==> config.mk <==
export PLATFORM = sky130hd
export DESIGN_NAME = fetch_controller_flat
export DESIGN_NICKNAME = d
export VERILOG_FILES = /design/src/rtl/fetch_controller_if.sv /design/src/rtl/fetch_controller.sv /design/src/flat_wrapper.sv
export SDC_FILE = /design/constraint.sdc
export NUM_CORES = 1
export LEC_CHECK = 0
export CAP_MARGIN = 20
export CORE_MARGIN = 2
export CORE_UTILIZATION = 47
export CTS_BUF_LIST = sky130_fd_sc_hd__clkbuf_16
export CTS_CLUSTER_SIZE = 30
export DETAILED_ROUTE_END_ITERATION = 16
export GPL_ROUTABILITY_DRIVEN = 0
export HOLD_SLACK_MARGIN = 0.02
export PLACE_DENSITY_LB_ADDON = 0.25
export SYNTH_ARGS = -nofsm -noshare
export SYNTH_HDL_FRONTEND = slang
export SYNTH_SLANG_ARGS = --single-unit
==> constraint.sdc <==
create_clock -name clk -period 2.8 [get_ports clk]
set_clock_uncertainty 0.05 [all_clocks]
set_input_delay 0.56 -clock clk [delete_from_list [all_inputs] [get_ports clk]]
set_output_delay 0.56 -clock clk [all_outputs]
set_load 0.01 [all_outputs]
==> src/rtl/fetch_controller_if.sv <==
// Fetch controller bus: control inputs, instruction memory port and issue outputs.
// cycleCount is only present when CYCLE_COUNT_EN is defined.
interface fetch_controller_if;
  logic        start;
  logic [1:0]  programSelectIn;
  logic        stall;
  logic        branchTaken;
  logic [7:0]  branchTarget;
  logic [15:0] instruction;
  logic [7:0]  address;
  logic [1:0]  programSelect;
  logic [15:0] instrOut;
  logic        instrValid;
  logic        busy;
  logic        done;
  logic        fault;
`ifdef CYCLE_COUNT_EN
  logic [15:0] cycleCount;

  modport master (
    input  start, programSelectIn, stall, branchTaken, branchTarget, instruction,
    output address, programSelect, instrOut, instrValid, busy, done, fault, cycleCount
  );
  modport slave (
    output start, programSelectIn, stall, branchTaken, branchTarget, instruction,
    input  address, programSelect, instrOut, instrValid, busy, done, fault, cycleCount
  );
`else
  modport master (
    input  start, programSelectIn, stall, branchTaken, branchTarget, instruction,
    output address, programSelect, instrOut, instrValid, busy, done, fault
  );
  modport slave (
    output start, programSelectIn, stall, branchTaken, branchTarget, instruction,
    input  address, programSelect, instrOut, instrValid, busy, done, fault
  );
`endif
endinterface

==> src/rtl/fetch_controller.sv <==
// Instruction fetch sequencer: issues one word per cycle, honours stall, branch and halt.
// Optional busy-cycle counter enabled by defining CYCLE_COUNT_EN.
module fetch_controller #(
  parameter int unsigned MEM_DEPTH   = 128,
  parameter logic [3:0]  HALT_OPCODE = 4'hF
) (
  input logic          clk,
  input logic          rst_n,
  fetch_controller_if.master bus
);

  typedef enum logic [1:0] {IDLE, FETCH, HOLD, DONE} state_t;

  localparam logic [7:0] LAST_ADDR = 8'(MEM_DEPTH - 1);
  localparam logic [8:0] DEPTH_9   = 9'(MEM_DEPTH);

  state_t      state, state_next;
  logic [7:0]  addr_q, addr_d;
  logic [1:0]  sel_q, sel_d;
  logic [15:0] instr_q, instr_d;
  logic        valid_q, valid_d;
  logic        fault_q, fault_d;
  logic        accept_start;
  logic        target_oob;
  logic        is_halt;

  assign accept_start = bus.start && (state == IDLE || state == DONE);
  assign target_oob   = {1'b0, bus.branchTarget} >= DEPTH_9;
  assign is_halt      = bus.instruction[15:12] == HALT_OPCODE;

  always_comb begin
    state_next = state;
    addr_d     = addr_q;
    sel_d      = sel_q;
    instr_d    = instr_q;
    valid_d    = 1'b0;
    fault_d    = fault_q;
    case (state)
      IDLE, DONE: begin
        if (bus.start) begin
          sel_d      = bus.programSelectIn;
          addr_d     = '0;
          fault_d    = 1'b0;
          state_next = FETCH;
        end
      end
      FETCH: begin
        // Priority: stall, then branch, then halt / end-of-memory, then plain issue.
        if (bus.stall) begin
          state_next = HOLD;
        end else if (bus.branchTaken) begin
          if (target_oob) begin
            fault_d    = 1'b1;
            state_next = DONE;
          end else begin
            addr_d = bus.branchTarget;
          end
        end else begin
          instr_d = bus.instruction;
          valid_d = 1'b1;
          if (is_halt) begin
            state_next = DONE;
          end else if (addr_q == LAST_ADDR) begin
            fault_d    = 1'b1;
            state_next = DONE;
          end else begin
            addr_d = addr_q + 8'd1;
          end
        end
      end
      HOLD: begin
        if (!bus.stall) state_next = FETCH;
      end
      default: state_next = IDLE;
    endcase
  end

  always_ff @(posedge clk or negedge rst_n) begin
    if (!rst_n) begin
      state   <= IDLE;
      addr_q  <= '0;
      sel_q   <= '0;
      instr_q <= '0;
      valid_q <= 1'b0;
      fault_q <= 1'b0;
    end else begin
      state   <= state_next;
      addr_q  <= addr_d;
      sel_q   <= sel_d;
      instr_q <= instr_d;
      valid_q <= valid_d;
      fault_q <= fault_d;
    end
  end

  assign bus.address       = addr_q;
  assign bus.programSelect = sel_q;
  assign bus.instrOut      = instr_q;
  assign bus.instrValid    = valid_q;
  assign bus.busy          = (state == FETCH) || (state == HOLD);
  assign bus.done          = (state == DONE);
  assign bus.fault         = fault_q;

`ifdef CYCLE_COUNT_EN
  logic [15:0] cnt_q;

  always_ff @(posedge clk or negedge rst_n) begin
    if (!rst_n) begin
      cnt_q <= '0;
    end else if (accept_start) begin
      cnt_q <= '0;
    end else if (bus.busy && cnt_q != 16'hFFFF) begin
      cnt_q <= cnt_q + 16'd1;
    end
  end

  assign bus.cycleCount = cnt_q;
`endif

endmodule
==> src/flat_wrapper.sv <==
// flat-port wrapper written by rule: the top's interface ports become plain ports
module fetch_controller_flat 
#(
  parameter int unsigned MEM_DEPTH   = 128,
  parameter logic [3:0]  HALT_OPCODE = 4'hF
)
  (clk, rst_n, bus_start, bus_programSelectIn, bus_stall, bus_branchTaken, bus_branchTarget, bus_instruction, bus_address, bus_programSelect, bus_instrOut, bus_instrValid, bus_busy, bus_done, bus_fault);
  fetch_controller_if bus_i ();
  input logic clk;
  input logic rst_n;
  input wire logic [$bits(bus_i.start)-1:0] bus_start;
  input wire logic [$bits(bus_i.programSelectIn)-1:0] bus_programSelectIn;
  input wire logic [$bits(bus_i.stall)-1:0] bus_stall;
  input wire logic [$bits(bus_i.branchTaken)-1:0] bus_branchTaken;
  input wire logic [$bits(bus_i.branchTarget)-1:0] bus_branchTarget;
  input wire logic [$bits(bus_i.instruction)-1:0] bus_instruction;
  output wire logic [$bits(bus_i.address)-1:0] bus_address;
  output wire logic [$bits(bus_i.programSelect)-1:0] bus_programSelect;
  output wire logic [$bits(bus_i.instrOut)-1:0] bus_instrOut;
  output wire logic [$bits(bus_i.instrValid)-1:0] bus_instrValid;
  output wire logic [$bits(bus_i.busy)-1:0] bus_busy;
  output wire logic [$bits(bus_i.done)-1:0] bus_done;
  output wire logic [$bits(bus_i.fault)-1:0] bus_fault;
  assign bus_i.start = bus_start;
  assign bus_i.programSelectIn = bus_programSelectIn;
  assign bus_i.stall = bus_stall;
  assign bus_i.branchTaken = bus_branchTaken;
  assign bus_i.branchTarget = bus_branchTarget;
  assign bus_i.instruction = bus_instruction;
  assign bus_address = bus_i.address;
  assign bus_programSelect = bus_i.programSelect;
  assign bus_instrOut = bus_i.instrOut;
  assign bus_instrValid = bus_i.instrValid;
  assign bus_busy = bus_i.busy;
  assign bus_done = bus_i.done;
  assign bus_fault = bus_i.fault;
  fetch_controller #(.MEM_DEPTH(MEM_DEPTH), .HALT_OPCODE(HALT_OPCODE)) u_core (.clk(clk), .rst_n(rst_n), .bus(bus_i));
endmodule
After elaboration in Yosys (flattened, before gate mapping)
Cells that the tools add are included.
W data, S select, Z words.

operators by class
  add/sub/neg operators = 1
  $lt $le $gt $ge = 1
  eq/ne operators = 15
  mux-type cells = 25
  bitwise logic cells = 2
  reduce and logical (&&, ||, !) cells = 9

operators by type and width
  cell                   number
  $mux W8                6
  $pmux W8 S2            1
  $mux W2                7
  $reduce_and A6 Y1      2
  $mux W1                9
  $ne A3 B3 Y1 const B   3
  $add A8 B1 Y8 const B  1
  $eq A8 B7 Y1 const B   1
  $ge A8 B8 Y1 const B   1
  $ne A2 B2 Y1 const B   3
  $ne A3 B2 Y1 const B   2
  $pmux W2 S3            1
  $ne A5 B3 Y1 const B   1
  $eq A2 B2 Y1 const B   2
  $eq A4 B4 Y1 const B   1
  $ne A4 B3 Y1 const B   1
  $reduce_and A4 Y1      1
  $reduce_and A3 Y1      1
  $eq A2 B1 Y1 const B   1
  $logic_not A2 Y1       1
  $not A1 Y1             2
  $pmux W1 S2            1
  $reduce_and A2 Y1      1
  $reduce_bool A2 Y1     1
  other kinds (2)        2

word-level totals
  register bits after elaboration = 30
  bits of input ports = 31
  logic and storage cells = 59

Depth between registers and ports, before layout
Gate-level depths: netlist of run 1.

  depth in word-level cells = 6
  gate-level depth with buffers = 8
  mapped depth without buffers = 7

Worst setup path before layout of run 1
OpenSTA, ideal clock, no wires.

  path kind = input to register
  start point = input port bus_branchTaken
  end point = register u_core.addr_q[5] (netlist: u_core.bus.address[5])
  setup time = 0.087 ns
  arrival = 1.845 ns
  required time = 2.663 ns
  path slack = 0.819 ns
  cell stages on the path = 7
  cell sequence = buf_6 > or3b_1 > buf_6 > clkinv_8 > o21ai_4 > or4_1 > o211ai_1

on the way
  word-level cells in the longest chain between the ends = 3

ends and longest elaborated chain
  item                  RTL line                text
  from (decl)           flat_wrapper.sv:14      input wire logic [$bits(bus_i.branchTaken)-1:0] bus_branchTaken;
  $mux W8               fetch_controller.sv:51  end else if (bus.branchTaken) begin
  $mux W8               fetch_controller.sv:49  if (bus.stall) begin
  $pmux W8 S2           fetch_controller.sv:38  case (state)
  to (signal assigned)  fetch_controller.sv:88  addr_q <= addr_d;
  to (decl)             fetch_controller.sv:18  logic [7:0] addr_q, addr_d;

Parallel ways exist; a longest one is shown, timed or not. The select of a mux whose other input is x is not followed.
A chain may end at the register's enable or synchronous reset.

Worst setup path in the final report of run 1
  start point = register u_core.state[0]
  end point = output port bus_busy

on the way
  word-level cells in the longest chain between the ends = 2

ends and longest elaborated chain
  item                                                 RTL line                 text
  from (decl)                                          fetch_controller.sv:17   state_t state, state_next;
  from (signal assigned)                               fetch_controller.sv:87   state <= state_next;
  $eq A2 B1 Y1 / $eq A2 B2 Y1 (equally long branches)  fetch_controller.sv:100  assign bus.busy = (state == FETCH) || (state == HOLD);
  $logic_or A1 B1 Y1 *                                 fetch_controller.sv:100
  to (decl)                                            flat_wrapper.sv:21       output wire logic [$bits(bus_i.busy)-1:0] bus_busy;

Every way passes the cells marked *; elsewhere a longest branch is shown, timed or not.

==> results of run 1 <==
[tightest hold or removal path, stage by stage, from the launching register on]
cell	delay, ns
sky130_fd_sc_hd__dfrtp_1	0.34
sky130_fd_sc_hd__nand2_1	0.05
sky130_fd_sc_hd__nand2_1	0.05
[stage by stage]
| step | instance area (um^2) | hold slack, ns | setup slack (ns) | utilization | cells |
|---|---|---|---|---|---|
| 6_report | 2338 | 0.4234 | 0.4168 | 0.7536 | 277 |
| 5_1_grt | 2338 | 0.4624 | 0.3348 | 0.7536 | 277 |
| 4_1_cts | 2338 | 0.4250 | 0.4188 | 0.7536 | 277 |
| 3_5_place_dp | 2206 | 0.4150 | 0.2861 | 0.7109 | 270 |
| 3_3_place_gp | 2206 | 0.4064 | 0.3595 | 0.7109 | 270 |
| 2_1_floorplan | 1569 | 0.2144 | 0.8186 | - | 170 |
[power by group through the flow]
stage               logic (uW)  registers [uW]  clock network (uW)
finish                    1070             771                 482
global route              1180             799                 501
CTS                       1080             771                 486
detailed placement        1070             776                   0
global placement          1040             759                   0
floorplan                  470             825                   0
[synthesized netlist by cell type (all sizes together), types with 2 or more instances]
cell type | count | area [um^2]
a2111oi | 3 | 26.28
and3 | 2 | 12.51
o21ai | 8 | 51.30
nor2 | 2 | 7.510
nand3 | 2 | 10.01
and4 | 2 | 17.52
nor2b | 4 | 25.02
inv | 7 | 26.28
mux2 | 4 | 45.04
mux2i | 3 | 30.03
nand2 | 58 | 217.7
ha | 4 | 50.05
dfrtp | 30 | 750.7
buf | 5 | 37.53
nand4 | 4 | 25.02
a211oi | 2 | 15.01
o211ai | 4 | 30.03
a31oi | 2 | 12.51
clkbuf | 3 | 11.26
a21oi | 2 | 10.01
or4 | 3 | 22.52
nor4 | 2 | 12.51
[per-layer routing]
metal	share of wire	vias to the layer above	wire length (um)	track usage
met5	0	-	0	0
met4	0.025	0	104	0.1429
met3	0.079	10	332	0.07246
met2	0.51	73	2126	0.4120
met1	0.39	722	1615	0.2763
li1	-	720	-	-
[flip-flops by register name, indices dropped and copies added, names as in the netlist]
| signal | flops |
|---|---|
| u_core.state | 2 |
| u_core.bus.instrValid | 1 |
| u_core.bus.address | 8 |
| u_core.bus.instrOut | 16 |
| u_core.bus.programSelect | 2 |
| u_core.bus.fault | 1 |
[cells in the final DEF, fill, tap and decap left out, types with 2 or more instances in the layout]
master | netlist | layout
sky130_fd_sc_hd__nor2b_1 | 4 | 4
sky130_fd_sc_hd__mux2i_1 | 3 | 3
sky130_fd_sc_hd__nand4_1 | 4 | 4
sky130_fd_sc_hd__a2111oi_0 | 3 | 3
sky130_fd_sc_hd__clkdlybuf4s50_1 | 0 | 60
sky130_fd_sc_hd__a211oi_1 | 2 | 2
sky130_fd_sc_hd__nor2_1 | 2 | 2
sky130_fd_sc_hd__o211ai_1 | 4 | 4
sky130_fd_sc_hd__and4_1 | 2 | 2
sky130_fd_sc_hd__nand2_1 | 58 | 58
sky130_fd_sc_hd__dfrtp_1 | 30 | 30
sky130_fd_sc_hd__or4_1 | 3 | 3
sky130_fd_sc_hd__o21ai_0 | 7 | 7
sky130_fd_sc_hd__nor4_1 | 2 | 2
sky130_fd_sc_hd__a31oi_1 | 2 | 2
sky130_fd_sc_hd__a21oi_1 | 2 | 2
sky130_fd_sc_hd__nand3_1 | 2 | 2
sky130_fd_sc_hd__mux2_2 | 4 | 4
sky130_fd_sc_hd__buf_4 | 0 | 4
sky130_fd_sc_hd__inv_1 | 7 | 9
sky130_fd_sc_hd__ha_1 | 4 | 4
sky130_fd_sc_hd__clkbuf_16 | 0 | 5
sky130_fd_sc_hd__and3_1 | 2 | 2
[kinds of logic after synthesis]
group | Yosys count | synth area share
flops | 30 | 0.4785
compound gates | 27 | 0.1244
mux | 7 | 0.04785
buf+inv | 16 | 0.05822
simple gates | 86 | 0.2592
fa+ha+maj | 4 | 0.03190
[layout make-up]
class	count	share of cell area
repair buffers	64	0.2697
clock buffers	5	0.05350
clock inverters	2	0.003210
inverters	8	0.01819
multi-input cells	124	0.3109
well taps	44	0.02354
flip-flops and latches	30	0.3210
[final timing paths]
kind,from,end,slack [ns]
min,u_core.bus.instrOut[1]$_DFFE_PN0P_,u_core.bus.instrOut[1]$_DFFE_PN0P_,0.42
min in group asynchronous,rst_n,u_core.bus.address[4]$_DFFE_PN0P_,0.65
max reg2reg,u_core.state[1]$_DFFE_PN0P_,u_core.bus.address[5]$_DFFE_PN0P_,0.42
min reg2reg,u_core.bus.instrOut[1]$_DFFE_PN0P_,u_core.bus.instrOut[1]$_DFFE_PN0P_,0.42
max,u_core.state[0]$_DFFE_PN0P_,bus_busy,0.42
max in group asynchronous,rst_n,u_core.bus.instrValid$_DFF_PN0_,1.77
==> impl_metrics.env, run 1 <==
export IMPL_worst_path_largest_cell_delay_ns=0.56
export IMPL_vias_per_cell=5.505
export IMPL_ant_nets=0
export IMPL_fillCellCount=243
export IMPL_synth_ff_latch_count=30
export IMPL_swShare=0.3514
export IMPL_maxCapViolations=0
export IMPL_number_of_flops_mapped_to_enable_cells_by_yosys=0
export IMPL_grt_first_pass_wirelength_um=6727
export IMPL_min_period_over_period=0.8511
export IMPL_grt_max_degree=31
export IMPL_post_route_cells_drive_above_1_share=0.06438
export IMPL_groute_usage_overall=0.2453
export IMPL_cts_tree="done"
export IMPL_timing_final_hold_violations=0
export IMPL_synth_async_sr_flop_share=1.000
export IMPL_period_minus_slack_ns=2.383
export IMPL_total_leakage_power_uw=0.001045
export IMPL_ctsHtreeMaxLevel=2
export IMPL_drt_iter0_markers=88
export IMPL_worstSkewPairLatency_ns=0.27
export IMPL_worst_path_stages=4
export IMPL_synth_area_per_cell_um2=9.229
export IMPL_hpwlAfterDp_um=3013
export IMPL_timing_critical_path_buf_inv=3
export IMPL_post_cts_setup_buffers=0
export IMPL_fp_dieW_um=61.78
export IMPL_multi_input_gate_area_um2=726.9
export IMPL_grt_overflow=0
export IMPL_share_comb_of_total_power=0.462
export IMPL_timing_critical_path_to_type="output pin"
export IMPL_synth_seq_area_share=0.4785
export IMPL_p_seq_frac=0.331
export IMPL_run_status="finished clean"
export IMPL_die_y_um=61.78
export IMPL_postCtsResizedCells=0
export IMPL_nNetsFinal=268
export IMPL_timing_reg2reg_worst_path_depth=7
export IMPL_core_region_area_mm2=0.003103
export IMPL_firstDrtPassIters=4
export IMPL_floorplan_die_area_mm2=0.003817
export IMPL_sequential_cell_area_um2=750.7
export IMPL_yosys_most_used_dff="sky130_fd_sc_hd__dfrtp_1"
export IMPL_worst_path_max_delay_cell="sky130_fd_sc_hd__clkdlybuf4s50_1"
export IMPL_root_buffer="sky130_fd_sc_hd__clkbuf_16"
export IMPL_max_clock_freq_mhz=419.6
export IMPL_antenna_found_initial=0
export IMPL_slew_worst_pin_ns=0.6925
export IMPL_unrepaired_setup_endpoints_after_global_routing="no"
export IMPL_hold_class="reg2reg"
export IMPL_maxSlewHeadroom=0.5374
export IMPL_critical_path_class="reg2out"
export IMPL_drv_slew=0
export IMPL_ir_worst_vdd_uv=658.6
export IMPL_cpMostUsedCell="sky130_fd_sc_hd__inv_1"
export IMPL_power_clock_fraction=0.207
export IMPL_postCtsHoldBufs=0
export IMPL_timing_hold_worst_path_depth=2
export IMPL_timing_critical_path_required_ns=2.19
export IMPL_io_pins=61
export IMPL_setup_tns_final_ns=0
export IMPL_netSwitchingPower_uw=817.8
export IMPL_mapped_cell_area_mm2=0.001569
export IMPL_synthesis_nets=205
export IMPL_areaGrowthSynthToFinish_pct=49.04
export IMPL_buffer_ports_inserted=60
export IMPL_worstSetupStartpointType="register"
export IMPL_syn_inst=170
export IMPL_drt_drc_violations_left=0
export IMPL_cellPowerDensity_mw_per_mm2=995.1
export IMPL_floorplan_initialDensity=0.5056
export IMPL_std_cell_rows=20
export IMPL_internal_power_uw=1509
export IMPL_critical_path_arrival_ns=1.77
export IMPL_clock_transition_at_path_regs_ns=0.05
export IMPL_kind_of_cell_adding_the_most_delay_to_the_critical_path="buffers and inverters"
export IMPL_cts_max_path_bufs=2
export IMPL_total_detailed_routing_wirelength_um=4179
export IMPL_synth_yosys_warnings=0
export IMPL_synth_cell_type_count=38
export IMPL_final_setup_viol_count=0
export IMPL_wl_per_cell_um=15.09
export IMPL_worstPathCellList="inv_1 > ha_1 > inv_1 > clkdlybuf4s50_1"
export IMPL_cts_buffers_inserted=5
export IMPL_critical_path_peak_fanout=4
export IMPL_first_global_vias=1553
export IMPL_cts_sinks=30
export IMPL_antennaDiodeCount=0
export IMPL_totalPowerFinal_uw=2327
export IMPL_via_count=1525
(Power assumes the default switching activity.)
==> run 2, diff against run 1 <==
Settings changed: SLEW_MARGIN set to 20.
==> results of run 2 <==
Same layout as run 1: the final DEF is identical, and so are final timing and power.
